==> config.mk <==
export PLATFORM = sky130hd
export DESIGN_NAME = localbus_master
export DESIGN_NICKNAME = d
export VERILOG_FILES = /design/src/rtl/localbus_master.sv
export SDC_FILE = /design/constraint.sdc
export NUM_CORES = 1
export LEC_CHECK = 0
export CAP_MARGIN = 0
export CORE_UTILIZATION = 40
export CTS_CLUSTER_DIAMETER = 150
export DETAILED_ROUTE_END_ITERATION = 10
export GPL_TIMING_DRIVEN = 0
export PLACE_DENSITY = 0.72
export SYNTH_ARGS = -nofsm -noshare
export SYNTH_HDL_FRONTEND = slang
export SYNTH_SLANG_ARGS = --single-unit
==> constraint.sdc <==
create_clock -name clk -period 3.41 [get_ports clk]
set_input_delay 1.023 -clock clk [delete_from_list [all_inputs] [get_ports clk]]
set_output_delay 1.023 -clock clk [all_outputs]
set_load 0.005 [all_outputs]
==> src/rtl/localbus_master.sv <==
//==============================================================================
// Module  : localbus_master
// Brief   : Single-outstanding host-to-localbus bridge (ALE / CS / release
//           handshake) with registered outputs. Optional CS ack timeout is
//           enabled by defining LB_TIMEOUT_EN.
// Rev     : 1.0  initial release
//==============================================================================
`default_nettype none

module localbus_master #(
  parameter int ALE_CYC     = 2,
  parameter int TIMEOUT_CYC = 256
) (
  input  logic        clk,
  input  logic        reset,
  input  logic        cmd_valid,
  output logic        cmd_ready,
  input  logic        cmd_rd,
  input  logic [31:0] cmd_addr,
  input  logic [31:0] cmd_wdata,
  output logic        rsp_valid,
  output logic [31:0] rsp_rdata,
  output logic        rsp_timeout,
  output logic        localbus_cs_n,
  output logic        localbus_rd_wr,
  output logic [31:0] localbus_data,
  output logic        localbus_ale,
  input  logic        localbus_ack_n,
  input  logic [31:0] localbus_data_out
);

  typedef enum logic [1:0] {
    S_IDLE = 2'd0,
    S_ALE  = 2'd1,
    S_CS   = 2'd2,
    S_REL  = 2'd3
  } state_t;

  localparam logic [3:0] c_ale_last = 4'(ALE_CYC - 1);

  state_t      r_state;
  state_t      w_state_nxt;
  logic        r_rd;
  logic [31:0] r_addr;
  logic [31:0] r_wdata;
  logic [3:0]  r_ale_cnt;

  logic        r_cmd_ready;
  logic        r_rsp_valid;
  logic [31:0] r_rsp_rdata;
  logic        r_rsp_timeout;
  logic        r_cs_n;
  logic        r_rd_wr;
  logic [31:0] r_lb_data;
  logic        r_ale;

  logic        w_hs;
  logic        w_ack;
  logic        w_timeout;
  logic        w_done;
  logic        w_rd_sel;
  logic [31:0] w_addr_sel;

  // r_cmd_ready is only ever high while in IDLE
  assign w_hs       = cmd_valid && r_cmd_ready && (r_state == S_IDLE);
  assign w_ack      = (r_state == S_CS) && !localbus_ack_n;
  assign w_done     = (r_state == S_CS) && (w_ack || w_timeout);
  assign w_rd_sel   = w_hs ? cmd_rd : r_rd;
  assign w_addr_sel = w_hs ? cmd_addr : r_addr;

`ifdef LB_TIMEOUT_EN
  localparam logic [15:0] c_to_last = 16'(TIMEOUT_CYC - 1);
  logic [15:0] r_to_cnt;

  always_ff @(posedge clk) begin
    if (reset) begin
      r_to_cnt <= 16'd0;
    end else if (r_state != S_CS) begin
      r_to_cnt <= 16'd0;
    end else if (localbus_ack_n) begin
      r_to_cnt <= r_to_cnt + 16'd1;
    end
  end

  // Fires on the CS cycle whose idle ack would bring the count to TIMEOUT_CYC
  assign w_timeout = (r_state == S_CS) && localbus_ack_n && (r_to_cnt == c_to_last);
`else
  assign w_timeout = 1'b0;
`endif

  always_ff @(posedge clk) begin
    if (reset) begin
      r_state <= S_IDLE;
    end else begin
      r_state <= w_state_nxt;
    end
  end

  always_comb begin
    w_state_nxt = r_state;
    case (r_state)
      S_IDLE:  if (w_hs)                      w_state_nxt = S_ALE;
      S_ALE:   if (r_ale_cnt == c_ale_last)   w_state_nxt = S_CS;
      S_CS:    if (w_ack || w_timeout)        w_state_nxt = S_REL;
      S_REL:   if (localbus_ack_n)            w_state_nxt = S_IDLE;
      default:                                w_state_nxt = S_IDLE;
    endcase
  end

  // Outputs are decoded from the next state so they line up with r_state
  always_ff @(posedge clk) begin
    if (reset) begin
      r_rd          <= 1'b0;
      r_addr        <= 32'd0;
      r_wdata       <= 32'd0;
      r_ale_cnt     <= 4'd0;
      r_cmd_ready   <= 1'b0;
      r_rsp_valid   <= 1'b0;
      r_rsp_rdata   <= 32'd0;
      r_rsp_timeout <= 1'b0;
      r_cs_n        <= 1'b1;
      r_rd_wr       <= 1'b1;
      r_lb_data     <= 32'd0;
      r_ale         <= 1'b0;
    end else begin
      if (w_hs) begin
        r_rd    <= cmd_rd;
        r_addr  <= cmd_addr;
        r_wdata <= cmd_wdata;
      end
      r_ale_cnt   <= (r_state == S_ALE) ? (r_ale_cnt + 4'd1) : 4'd0;
      r_cmd_ready <= (w_state_nxt == S_IDLE);
      r_cs_n      <= (w_state_nxt != S_CS);
      r_ale       <= (w_state_nxt == S_ALE);
      r_rsp_valid <= w_done;
      if (w_done) begin
        r_rsp_rdata   <= (w_ack && r_rd) ? localbus_data_out : 32'd0;
        r_rsp_timeout <= w_timeout;
      end
      case (w_state_nxt)
        S_ALE: begin
          r_rd_wr   <= w_rd_sel;
          r_lb_data <= w_addr_sel;
        end
        S_CS: begin
          r_rd_wr   <= r_rd;
          r_lb_data <= r_rd ? 32'd0 : r_wdata;
        end
        S_REL: begin
          r_rd_wr   <= r_rd;
          r_lb_data <= 32'd0;
        end
        default: begin
          r_rd_wr   <= 1'b1;
          r_lb_data <= 32'd0;
        end
      endcase
    end
  end

  assign cmd_ready      = r_cmd_ready;
  assign rsp_valid      = r_rsp_valid;
  assign rsp_rdata      = r_rsp_rdata;
  assign rsp_timeout    = r_rsp_timeout;
  assign localbus_cs_n  = r_cs_n;
  assign localbus_rd_wr = r_rd_wr;
  assign localbus_data  = r_lb_data;
  assign localbus_ale   = r_ale;

endmodule

`default_nettype wire

**Yosys cells after proc, flatten, opt, wreduce, memory -nomap -nowiden**

Cells that the tools add are included.

- Word-level logic and storage cells: 43
- Flip-flop bits (word level): 140
- Output and inout port bits: 70
- Bits of input ports: 101

- Bitwise logic cells: 1
- Mux-type cells: 11
- Eq/ne operators: 8
- Reductions and logical operators: 10
- $add $sub $neg: 1

Operators with widths:

| operator | number |
|---|---|
| 32-bit 2-to-1 mux | 3 |
| 32-bit case mux with 2 select lines | 1 |
| 2-bit == test (second input constant) | 4 |
| 2-bit 2-to-1 mux | 4 |
| 2-bit case mux with 4 select lines | 1 |
| 1-bit logical AND | 5 |
| 4-bit by 1-bit adder with 4-bit output (second input constant) | 1 |
| 2-bit by 1-bit == test with 1-bit output (second input constant) | 2 |
| 4-bit by 1-bit == test with 1-bit output (second input constant) | 1 |
| 2-bit logical NOT | 2 |
| 2-bit OR reduction | 2 |
| 2-bit != test (second input constant) | 1 |
| 1-bit case mux with 2 select lines | 1 |
| 1-bit logical NOT | 1 |
| 1-bit 2-to-1 mux | 1 |
| 1-bit inverter | 1 |

**Logic depth before layout (Yosys ltp)**

Gate-level depths: netlist of run 1.

- Word-level depth: 7
- Mapped depth: 10
- Depth with buffers taken out: 9

**Worst setup path after synthesis of run 1**

OpenSTA, ideal clock, no wires.

- Path kind: input -> register
- Start: input port cmd_valid
- End: register r_lb_data[11], in the netlist localbus_data[11]
- Setup time: 0.129 ns
- Cell stages on the path: 9
- Path buffers: 2
- Data required time: 3.281 ns
- Path slack: 0.711 ns
- Arrival: 2.570 ns
- Path through: and4bb_2 buf_4 a221oi_2 inv_1 ha_1 nor2b_1 nand2_1 clkbuf_1 o21ai_1

- Word-level cells in the longest chain between the ends: 6
- Elaborated cells between the ends (all ways): 8
- Those cells by class: eq/ne (2); mux (4); reduce/logical (2)

RTL lines:

| what | line | source |
|---|---|---|
| start, declared | 16 | `input logic cmd_valid,` |
| 1-bit logical AND * (2 in series) | 65 | `assign w_hs = cmd_valid && r_cmd_ready && (r_state == S_IDLE);` |
| 2-bit 2-to-1 mux * | 102 | `S_IDLE: if (w_hs) w_state_nxt = S_ALE;` |
| 2-bit case mux with 4 select lines * | 101 | `case (r_state)` |
| via w_state_nxt[0] | 42 | `state_t w_state_nxt;` |
| 2-bit == test / 2-bit by 1-bit == test with 1-bit output (equally long branches) | 140 | `case (w_state_nxt)` |
| 32-bit case mux with 2 select lines * | 140 |  |
| end signal, assigned | 143 | `r_lb_data <= w_addr_sel;` |
| end signal, assigned | 147 | `r_lb_data <= r_rd ? 32'd0 : r_wdata;` |
| end, declared | 54 | `logic [31:0] r_lb_data;` |

Mark *: on every way through the listed nets, which the timed path passes. The rest lies on a longest branch.
A chain may end at the register's enable or synchronous reset.

**Final worst setup path of run 1**

- Start: input port cmd_valid
- End: register r_lb_data[27], in the netlist localbus_data[27]

The elaborated chain is that of the path after synthesis.

==> flow_metrics.tcl, run 1 <==
set metrics [dict create \
    outcome "completed" \
    final_cells 911 \
    antenna_found_initial 0 \
    synth_fp_nets 652 \
    dp_hpwl_um 9416 \
    cts-root-buf "clkbuf_16" \
    routed_wl_um 12840 \
    core.rowCount 40 \
    cts.sinks 140 \
    track_usage_pct 20.55 \
    reg2reg_to "localbus_data[27]" \
    num-nets-final 839 \
    holdBufCountCts 0 \
    drtIter0Drc 233 \
    diodes 0 \
    ioPinCount 171 \
    syn2layout_area_growth_pct 50.40 \
    post-cts-setup-buffers 0 \
    drive_above_1_share_pct 7.806 \
    pwr-share-comb_pct 9.3 \
    crit_end "localbus_data[27]" \
    fillCellCount 1077 \
    crit_path_start_kind "input pin" \
    wl_met1_um 5319 \
    grt_pass1_vias 4285 \
    pre_cts_ws_ns -0.2375 \
    fmax_mhz 310.0 \
    top_layer "met4" \
    pwr-share-seq_pct 42.5 \
    ir_drop_uv 382.8 \
    skew_ns 0.005953 \
    cts_buffer_depth 2 \
    first_pass_iters 5 \
    reg2reg_setup_slack_ns 0.60 \
    dr_wl_met2_um 6245 \
    initial_core_util_pct 41.24 \
    critPathKind "in -> reg" \
    cts_buffers 17 \
    synth.distinct_cells 31 \
    final_common_cell "clkdlybuf4s50_1" \
    ys_seq_elements 140 \
    clkLatencyLatePin_ns 0.41 \
    synth-seq-area-share_pct 56.11 \
    power.density_nw_per_um2 537.4 \
    grt_max_degree 17 \
    viasPerCell 4.734 \
    fin_crit_ns 3.225 \
    fp.dieW_um 113.7 \
    layout_setup_ws_ns 0.1846 \
    max-cap-violations 0 \
    cp_data_required_time_ns 3.69 \
    grt_overflow_total 0 \
    avgSynthCellArea_um2 9.165 \
    grt_pass1_wl_um 20420 \
    clkTransAtPathRegs_ns 0.06 \
    die_h_um 113.7 \
    io_buffers 168 \
    fp.coreArea_um2 12110 \
    wl_per_cell_um 14.09 \
    cts_tree "yes" \
    crit_start "cmd_valid" \
    period_share_pct 94.59 \
    vias 4313 \
    wl_met3_um 1080 \
    p_sw_share_pct 20.85 \
    ctsResizeCount 0 \
    ys_warn_count 0 \
    r2r.worst_path.cells 9 \
    p_clk_share_pct 48.2 \
    end_kind "flop" \
    die_area_um2 12940 \
    setup_tns_ns 0 \
    leakage_nw 2.895 \
    synthCells 545 \
    intPower_mw 3.195 \
    max-slew-margin-rel_pct 62.46 \
    synth_area_um2 4995 \
    layout_common_cells "clkdlybuf4s50_1, dfxtp_1, nand2_1" \
    rsz0062_at_grt "false" \
    gp_congestion 0.7840 \
    place_inst 881 \
    p_switching_uw 841.6 \
    hold_viol_final 0 \
    ant_nets 0 \
    cts_max_level 4 \
    slew_violations 0 \
    min_path_type "reg -> reg" \
    tightestPinTransition_ns 0.5631 \
    arrival_ns 3.51 \
    path_max_fanout 10 \
    r2r-start "r_ale_cnt[0]" \
    route.detailed.drc 0 \
    setup_viol 0 \
]
-- sequential cells by signal, indices dropped and copies added, names as in the netlist --
| name | count |
|---|---|
| cmd_ready | 1 |
| localbus_ale | 1 |
| localbus_cs_n | 1 |
| localbus_data | 32 |
| localbus_rd_wr | 1 |
| r_addr | 32 |
| r_ale_cnt | 4 |
| r_rd | 1 |
| r_state | 2 |
| r_wdata | 32 |
| rsp_rdata | 32 |
| rsp_valid | 1 |
-- worst max-delay path: stages --
cell and delay, ns:
clkdlybuf4s50_1 0.46, and4bb_2 0.25, buf_4 0.17, a221oi_2 0.31, inv_1 0.12, ha_1 0.23
nor2b_1 0.14, nand2_1 0.22, clkbuf_1 0.44, o21ai_1 0.14
-- worst min path at each step --
stage,from,to,slack (ns),cells past startpoint
detailed placement,rsp_rdata[7],rsp_rdata[7],0.45,2
global placement,rsp_rdata[17],rsp_rdata[17],0.44,2
finish,rsp_rdata[5],rsp_rdata[5],0.45,2
CTS,rsp_rdata[5],rsp_rdata[5],0.45,2
global route,rsp_rdata[13],rsp_rdata[13],0.47,2
floorplan,r_wdata[0],localbus_data[0],0.42,2
-- power by group through the flow --
stage | sequential (mW) | combinational [mW] | clock (mW)
2_1_floorplan | 1.75 | 0.191 | 0
3_3_place_gp | 1.75 | 0.367 | 0
3_5_place_dp | 1.75 | 0.375 | 0
4_1_cts | 1.72 | 0.378 | 1.97
5_1_grt | 1.72 | 0.408 | 2.05
6_report | 1.72 | 0.374 | 1.95
-- layer usage --
layer	track usage, %	up-vias
met4	8.333	0
met3	7.386	17
li1	-	2164
met5	0	-
met1	23.47	1989
met2	34.88	143
-- area by class of cell --
type	count	area, um2	area share (%)
Multi-Input combinational cell	358	1879	25.02
Clock buffer	24	491.7	6.546
Timing Repair Buffer	168	1682	22.39
Buffer	42	294.0	3.914
Clock inverter	6	133.9	1.782
Sequential cell	140	2803	37.31
Inverter	5	18.77	0.2498
Tap cell	168	210.2	2.798
-- logic make-up (layout without fill, tap and decap cells) --
family / Yosys count / in the layout / synth area share [%]
flip-flops: 140 / 140 / 56.11
AND/OR/NAND/NOR: 216 / 216 / 18.59
other: 1 / 1 / 0.07508
multiplexers: 33 / 33 / 6.688
XOR/XNOR: 2 / 2 / 0.3508
buffers and inverters: 47 / 245 / 6.263
adder cells (fa/ha/maj): 6 / 6 / 1.503
AO/OA/AOI/OAI: 100 / 100 / 10.42
-- per-stage QoR --
stage                     total power, mW  area, um2  utilization [%]  hold slack [ns]
after floorplan                     1.938       4995                -           0.4240
after global placement              2.116       6887            56.86           0.4371
after detailed placement            2.127       6887            56.86           0.4452
after CTS                           4.068       7512            62.02           0.4533
after global routing                4.185       7512            62.02           0.4678
final                               4.037       7512            62.02           0.4497
-- synthesized netlist by cell type --
cell / instances / share of area, %
dfxtp_1: 140 / 56
nand2_1: 130 / 9.8
a21oi_1: 64 / 6.4
nor2_1: 42 / 3.2
nand3_1: 33 / 3.3
mux2i_1: 32 / 6.4
o21ai_1: 29 / 2.9
clkbuf_1: 18 / 1.4
buf_4: 11 / 1.7
buf_2: 6 / 0.60
ha_1: 6 / 1.5
inv_1: 5 / 0.38
buf_12: 4 / 1.6
buf_6: 3 / 0.68
nor2b_1: 3 / 0.38
o21ai_0: 3 / 0.30
nand2b_1: 2 / 0.25
a221oi_2: 1 / 0.30
a32oi_1: 1 / 0.18
and4bb_2: 1 / 0.25
conb_1: 1 / 0.075
mux2i_2: 1 / 0.28
nand4bb_4: 1 / 0.55
nor3b_4: 1 / 0.38
nor4bb_1: 1 / 0.20
o211ai_1: 1 / 0.15
o21ai_2: 1 / 0.18
or3b_1: 1 / 0.18
or3b_2: 1 / 0.18
xnor2_1: 1 / 0.18
xor2_1: 1 / 0.18
Power figures use the tool's default switching activity.
==> inputs of run 2 (changes only) <==
--- a/config.mk
+++ b/config.mk
@@ -7,9 +7,10 @@
 export LEC_CHECK = 0
 export CAP_MARGIN = 0
 export CORE_UTILIZATION = 40
-export CTS_CLUSTER_DIAMETER = 150
+export CTS_CLUSTER_DIAMETER = 40
 export DETAILED_ROUTE_END_ITERATION = 10
 export GPL_TIMING_DRIVEN = 0
+export MAX_ROUTING_LAYER = met4
 export PLACE_DENSITY = 0.72
 export SYNTH_ARGS = -nofsm -noshare
 export SYNTH_HDL_FRONTEND = slang
==> flow_metrics.tcl, run 2 (same netlist as run 1, synthesis figures left out) <==
set metrics [dict create \
    fp.coreArea_um2 12110 \
    cp_data_required_time_ns 3.69 \
    fp.dieW_um 113.7 \
    clkTransAtPathRegs_ns 0.06 \
    routed_wl_um 12880 \
    max-slew-margin-rel_pct 61.95 \
    final_common_cell "clkdlybuf4s50_1" \
    ir_drop_uv 382.4 \
    slew_violations 0 \
    core.rowCount 40 \
    grt_pass1_vias 4301 \
    clkLatencyLatePin_ns 0.42 \
    arrival_ns 3.50 \
    die_h_um 113.7 \
    antenna_found_initial 0 \
    pre_cts_ws_ns -0.2375 \
    fillCellCount 1077 \
    ant_nets 0 \
    cts_tree "yes" \
    initial_core_util_pct 41.24 \
    crit_path_start_kind "input pin" \
    syn2layout_area_growth_pct 50.40 \
    dp_hpwl_um 9416 \
    skew_ns 0.01073 \
    die_area_um2 12940 \
    cts_buffers 17 \
    cts_max_level 4 \
    fmax_mhz 311.0 \
    cts-root-buf "clkbuf_16" \
    rsz0062_at_grt "false" \
    path_max_fanout 10 \
    hold_viol_final 0 \
    grt_pass1_wl_um 20330 \
    postLayoutCellArea_um2 7512 \
    gp_congestion 0.7948 \
    max-cap-violations 0 \
    ioPinCount 171 \
    num-nets-final 839 \
    grt_max_degree 17 \
    holdBufCountCts 0 \
    tightestPinTransition_ns 0.5708 \
    cts_buffer_depth 2 \
    setup_viol 0 \
    multiInputGateArea_um2 1879 \
    route.detailed.drc 0 \
    vias 4315 \
    wl_per_cell_um 14.14 \
    first_pass_iters 4 \
    io_buffers 168 \
    layout_setup_ws_ns 0.1946 \
    grt_overflow_total 0 \
    ctsResizeCount 0 \
    diodes 0 \
    period_share_pct 94.29 \
    power.density_nw_per_um2 537.7 \
    end_kind "flop" \
    drive_above_1_share_pct 7.806 \
    viasPerCell 4.737 \
    leakage_nw 2.895 \
    critPathKind "in -> reg" \
    fin_crit_ns 3.215 \
    min_path_type "reg -> reg" \
    seqCellArea_um2 2803 \
    post-cts-setup-buffers 0 \
    drtIter0Drc 197 \
    layout_common_cells "clkdlybuf4s50_1, dfxtp_1, nand2_1" \
    dpl_cell_area_um2 6887 \
    track_usage_pct 21.17 \
    cts.sinks 140 \
    outcome "completed" \
]
run 2: cell type report:
| type | count | area share [%] |
|---|---|---|
| plain buffers | 42 | 3.914 |
| clock buffers | 24 | 6.546 |
| clock inverters | 6 | 1.782 |
| inverters | 5 | 0.2498 |
| multi-input cells | 358 | 25.02 |
| flip-flops and latches | 140 | 37.31 |
| well taps | 168 | 2.798 |
| repair buffers | 168 | 22.39 |
run 2: final timing paths:
kind	start	end	slack, ns	cells after the start
worst min register to register	rsp_rdata[1]	rsp_rdata[1]	0.45	2
worst max register to register	r_ale_cnt[0]	localbus_data[30]	0.60	9
worst max-delay path	cmd_valid	localbus_data[30]	0.19	10
worst min-delay path	rsp_rdata[1]	rsp_rdata[1]	0.45	2
run 2: metrics by stage:
| step | instances | total power, mW | setup TNS, ns | util [%] | hold WS (ns) |
|---|---|---|---|---|---|
| 6_report | 911 | 4.039 | 0 | 62.02 | 0.4513 |
| 5_1_grt | 911 | 4.185 | 0 | 62.02 | 0.4678 |
| 4_1_cts | 911 | 4.068 | 0 | 62.02 | 0.4533 |
| 3_5_place_dp | 881 | 2.127 | -5.952 | 56.86 | 0.4452 |
| 3_3_place_gp | 881 | 2.116 | -4.641 | 56.86 | 0.4371 |
| 2_1_floorplan | 545 | 1.938 | 0 | - | 0.4240 |
run 2: power breakdown:
part | internal, mW | switching [mW]
Combinational | 0.209 | 0.166
Sequential | 1.69 | 0.0238
Clock | 1.29 | 0.654
Total | 3.20 | 0.843
run 2: routing by layer:
| layer | wire length, um | global-route usage, % | up-vias |
|---|---|---|---|
| met5 | 0 | - | - |
| met1 | 5549 | 24.44 | 1999 |
| met2 | 6316 | 34.88 | 137 |
| met4 | 132 | 8.333 | 0 |
| met3 | 878 | 5.845 | 13 |
| li1 | - | - | 2166 |
run 2: critical path, cell delays in order:
cell and delay [ns]:
clkdlybuf4s50_1 0.46, and4bb_2 0.25, buf_4 0.17, a221oi_2 0.31, inv_1 0.12, ha_1 0.23, nor2b_1 0.14, nand2_1 0.23
clkbuf_1 0.43, o21ai_1 0.14
==> inputs of run 3 (changes only) <==
--- a/config.mk
+++ b/config.mk
@@ -12,6 +12,7 @@
 export GPL_TIMING_DRIVEN = 0
 export MAX_ROUTING_LAYER = met4
 export PLACE_DENSITY = 0.72
+export REMOVE_ABC_BUFFERS = 1
 export SYNTH_ARGS = -nofsm -noshare
 export SYNTH_HDL_FRONTEND = slang
 export SYNTH_SLANG_ARGS = --single-unit
==> flow_metrics.tcl, run 3 (same netlist as run 1, synthesis figures left out) <==
set metrics [dict create \
    setup_tns_ns 0 \
    ant_nets 0 \
    num-nets-final 805 \
    r2r-start "r_ale_cnt[0]" \
    fmax_mhz 322.8 \
    crit_path_start_kind "input pin" \
    fin_crit_ns 3.098 \
    max-slew-margin-rel_pct 16.18 \
    grt_pass1_wl_um 19710 \
    drtIter0Drc 279 \
    power.density_nw_per_um2 533.0 \
    cts-root-buf "clkbuf_16" \
    routed_wl_um 12400 \
    route.detailed.drc 0 \
    rsz0062_at_grt "false" \
    reg2reg_to "localbus_data[0]" \
    end_kind "flop" \
    final_common_cell "clkdlybuf4s50_1" \
    diodes 0 \
    clkTransAtPathRegs_ns 0.05 \
    cts_buffer_depth 2 \
    hp-start "r_wdata[15]" \
    vias 4250 \
    wl_per_cell_um 14.11 \
    core.rowCount 40 \
    fp.dieW_um 113.7 \
    cts.sinks 140 \
    min_path_type "reg -> reg" \
    hold_viol_final 0 \
    layout_common_cells "clkdlybuf4s50_1, dfxtp_1, nand2_1" \
    leakage_nw 2.783 \
    grt_max_degree 68 \
    skew_ns 0.005768 \
    track_usage_pct 20.43 \
    holdBufCountCts 0 \
    drive_above_1_share_pct 6.048 \
    period_share_pct 90.84 \
    viasPerCell 4.835 \
    fp.coreArea_um2 12110 \
    die_area_um2 12940 \
    cts_buffers 17 \
    whs_endpoint "localbus_data[15]" \
    syn2layout_area_growth_pct 46.52 \
    grt_overflow_total 0 \
    setup_viol 0 \
    first_pass_iters 4 \
    outcome "completed" \
    max-cap-violations 0 \
    path_max_fanout 34 \
    r2r.worst_path.cells 8 \
    die_h_um 113.7 \
    cts_max_level 4 \
    reg2reg_setup_slack_ns 0.85 \
    critPathKind "in -> reg" \
    gp_congestion 0.7607 \
    io_buffers 169 \
    cts_tree "yes" \
    grt_pass1_vias 4196 \
    antenna_found_initial 0 \
    final_util_pct 60.42 \
    crit_start "cmd_valid" \
    slew_violations 0 \
    ioPinCount 171 \
    arrival_ns 3.38 \
    dp_hpwl_um 7893 \
    cp_data_required_time_ns 3.69 \
    clkLatencyLatePin_ns 0.41 \
    tightestPinTransition_ns 1.256 \
    initial_core_util_pct 41.24 \
    ir_drop_uv 363.0 \
    worstHoldPathCells 2 \
]
==> run 3: changes by cell type in the layout (fill, tap and decap cells not counted), moves of 2 or more <==
cell,previous run,this run
clkbuf_1,21,6
buf_2,6,0
buf_16,0,2
clkbuf_8,4,2
clkinv_2,1,3
buf_4,11,4
buf_12,4,0
buf_6,3,1
==> run 3: layer usage <==
| metal | part of all wire, % | vias to the layer above | global-route usage (%) | wire [um] |
|---|---|---|---|---|
| met5 | 0 | - | - | 0 |
| met4 | 1.6 | 0 | 9.474 | 201 |
| met3 | 8.2 | 15 | 6.961 | 1015 |
| met2 | 47 | 163 | 33.33 | 5849 |
| met1 | 43 | 1974 | 22.48 | 5335 |
| li1 | - | 2098 | - | - |
==> run 3: layout make-up <==
cell class | instances | area (um2)
Multi-Input combinational cell | 358 | 1906
Clock buffer | 25 | 475.5
Inverter | 5 | 18.77
Clock inverter | 7 | 112.6
Sequential cell | 140 | 2803
Timing Repair Buffer | 176 | 1793
Fill cell | 1017 | 4793
Tap cell | 168 | 210.2
==> run 3: critical path, stage by stage <==
cell	delay [ns]
clkdlybuf4s50_1	0.53
and4bb_4	0.61
a221oi_2	0.12
ha_1	0.38
nor4bb_4	0.17
buf_4	0.22
buf_6	0.15
nand2_1	0.08
o21ai_1	0.06
==> run 3: how the worst max path moves through the flow <==
stage	to	slack, ns	cells past startpoint
detailed placement	localbus_data[0]	-1.04	8
global placement	localbus_data[12]	-6.05	4
finish	localbus_data[2]	0.31	9
CTS	localbus_data[0]	0.13	8
global route	localbus_data[2]	0.19	9
floorplan	localbus_data[12]	-1.30	6
==> run 3: metrics by stage <==
step	area, um2	instances	hold WS (ns)	setup WS [ns]	power (mW)
after floorplan	4701	503	0.4249	-1.296	1.889
after global placement	6603	840	0.4331	-6.048	2.081
after detailed placement	6669	843	0.4414	-1.037	2.095
after CTS	7286	878	0.4482	0.1309	3.940
after global routing	7318	879	0.4598	0.1921	4.051
final	7318	879	0.4493	0.3124	3.901
==> run 3: timing repair <==
item                                    4_1_cts  5_1_grt
resized for setup                             2        1
setup buffers                                 3        0
endpoints found under the setup margin       32        3
hold endpoints to repair                      0        0
pin swaps                                     1        0
==> run 3: where the power goes <==
group	switching (mW)	leakage, nW	internal, mW
registers	0.0302	1.13	1.69
logic	0.152	1.36	0.190
clock network	0.650	0.285	1.19
total	0.832	2.78	3.07
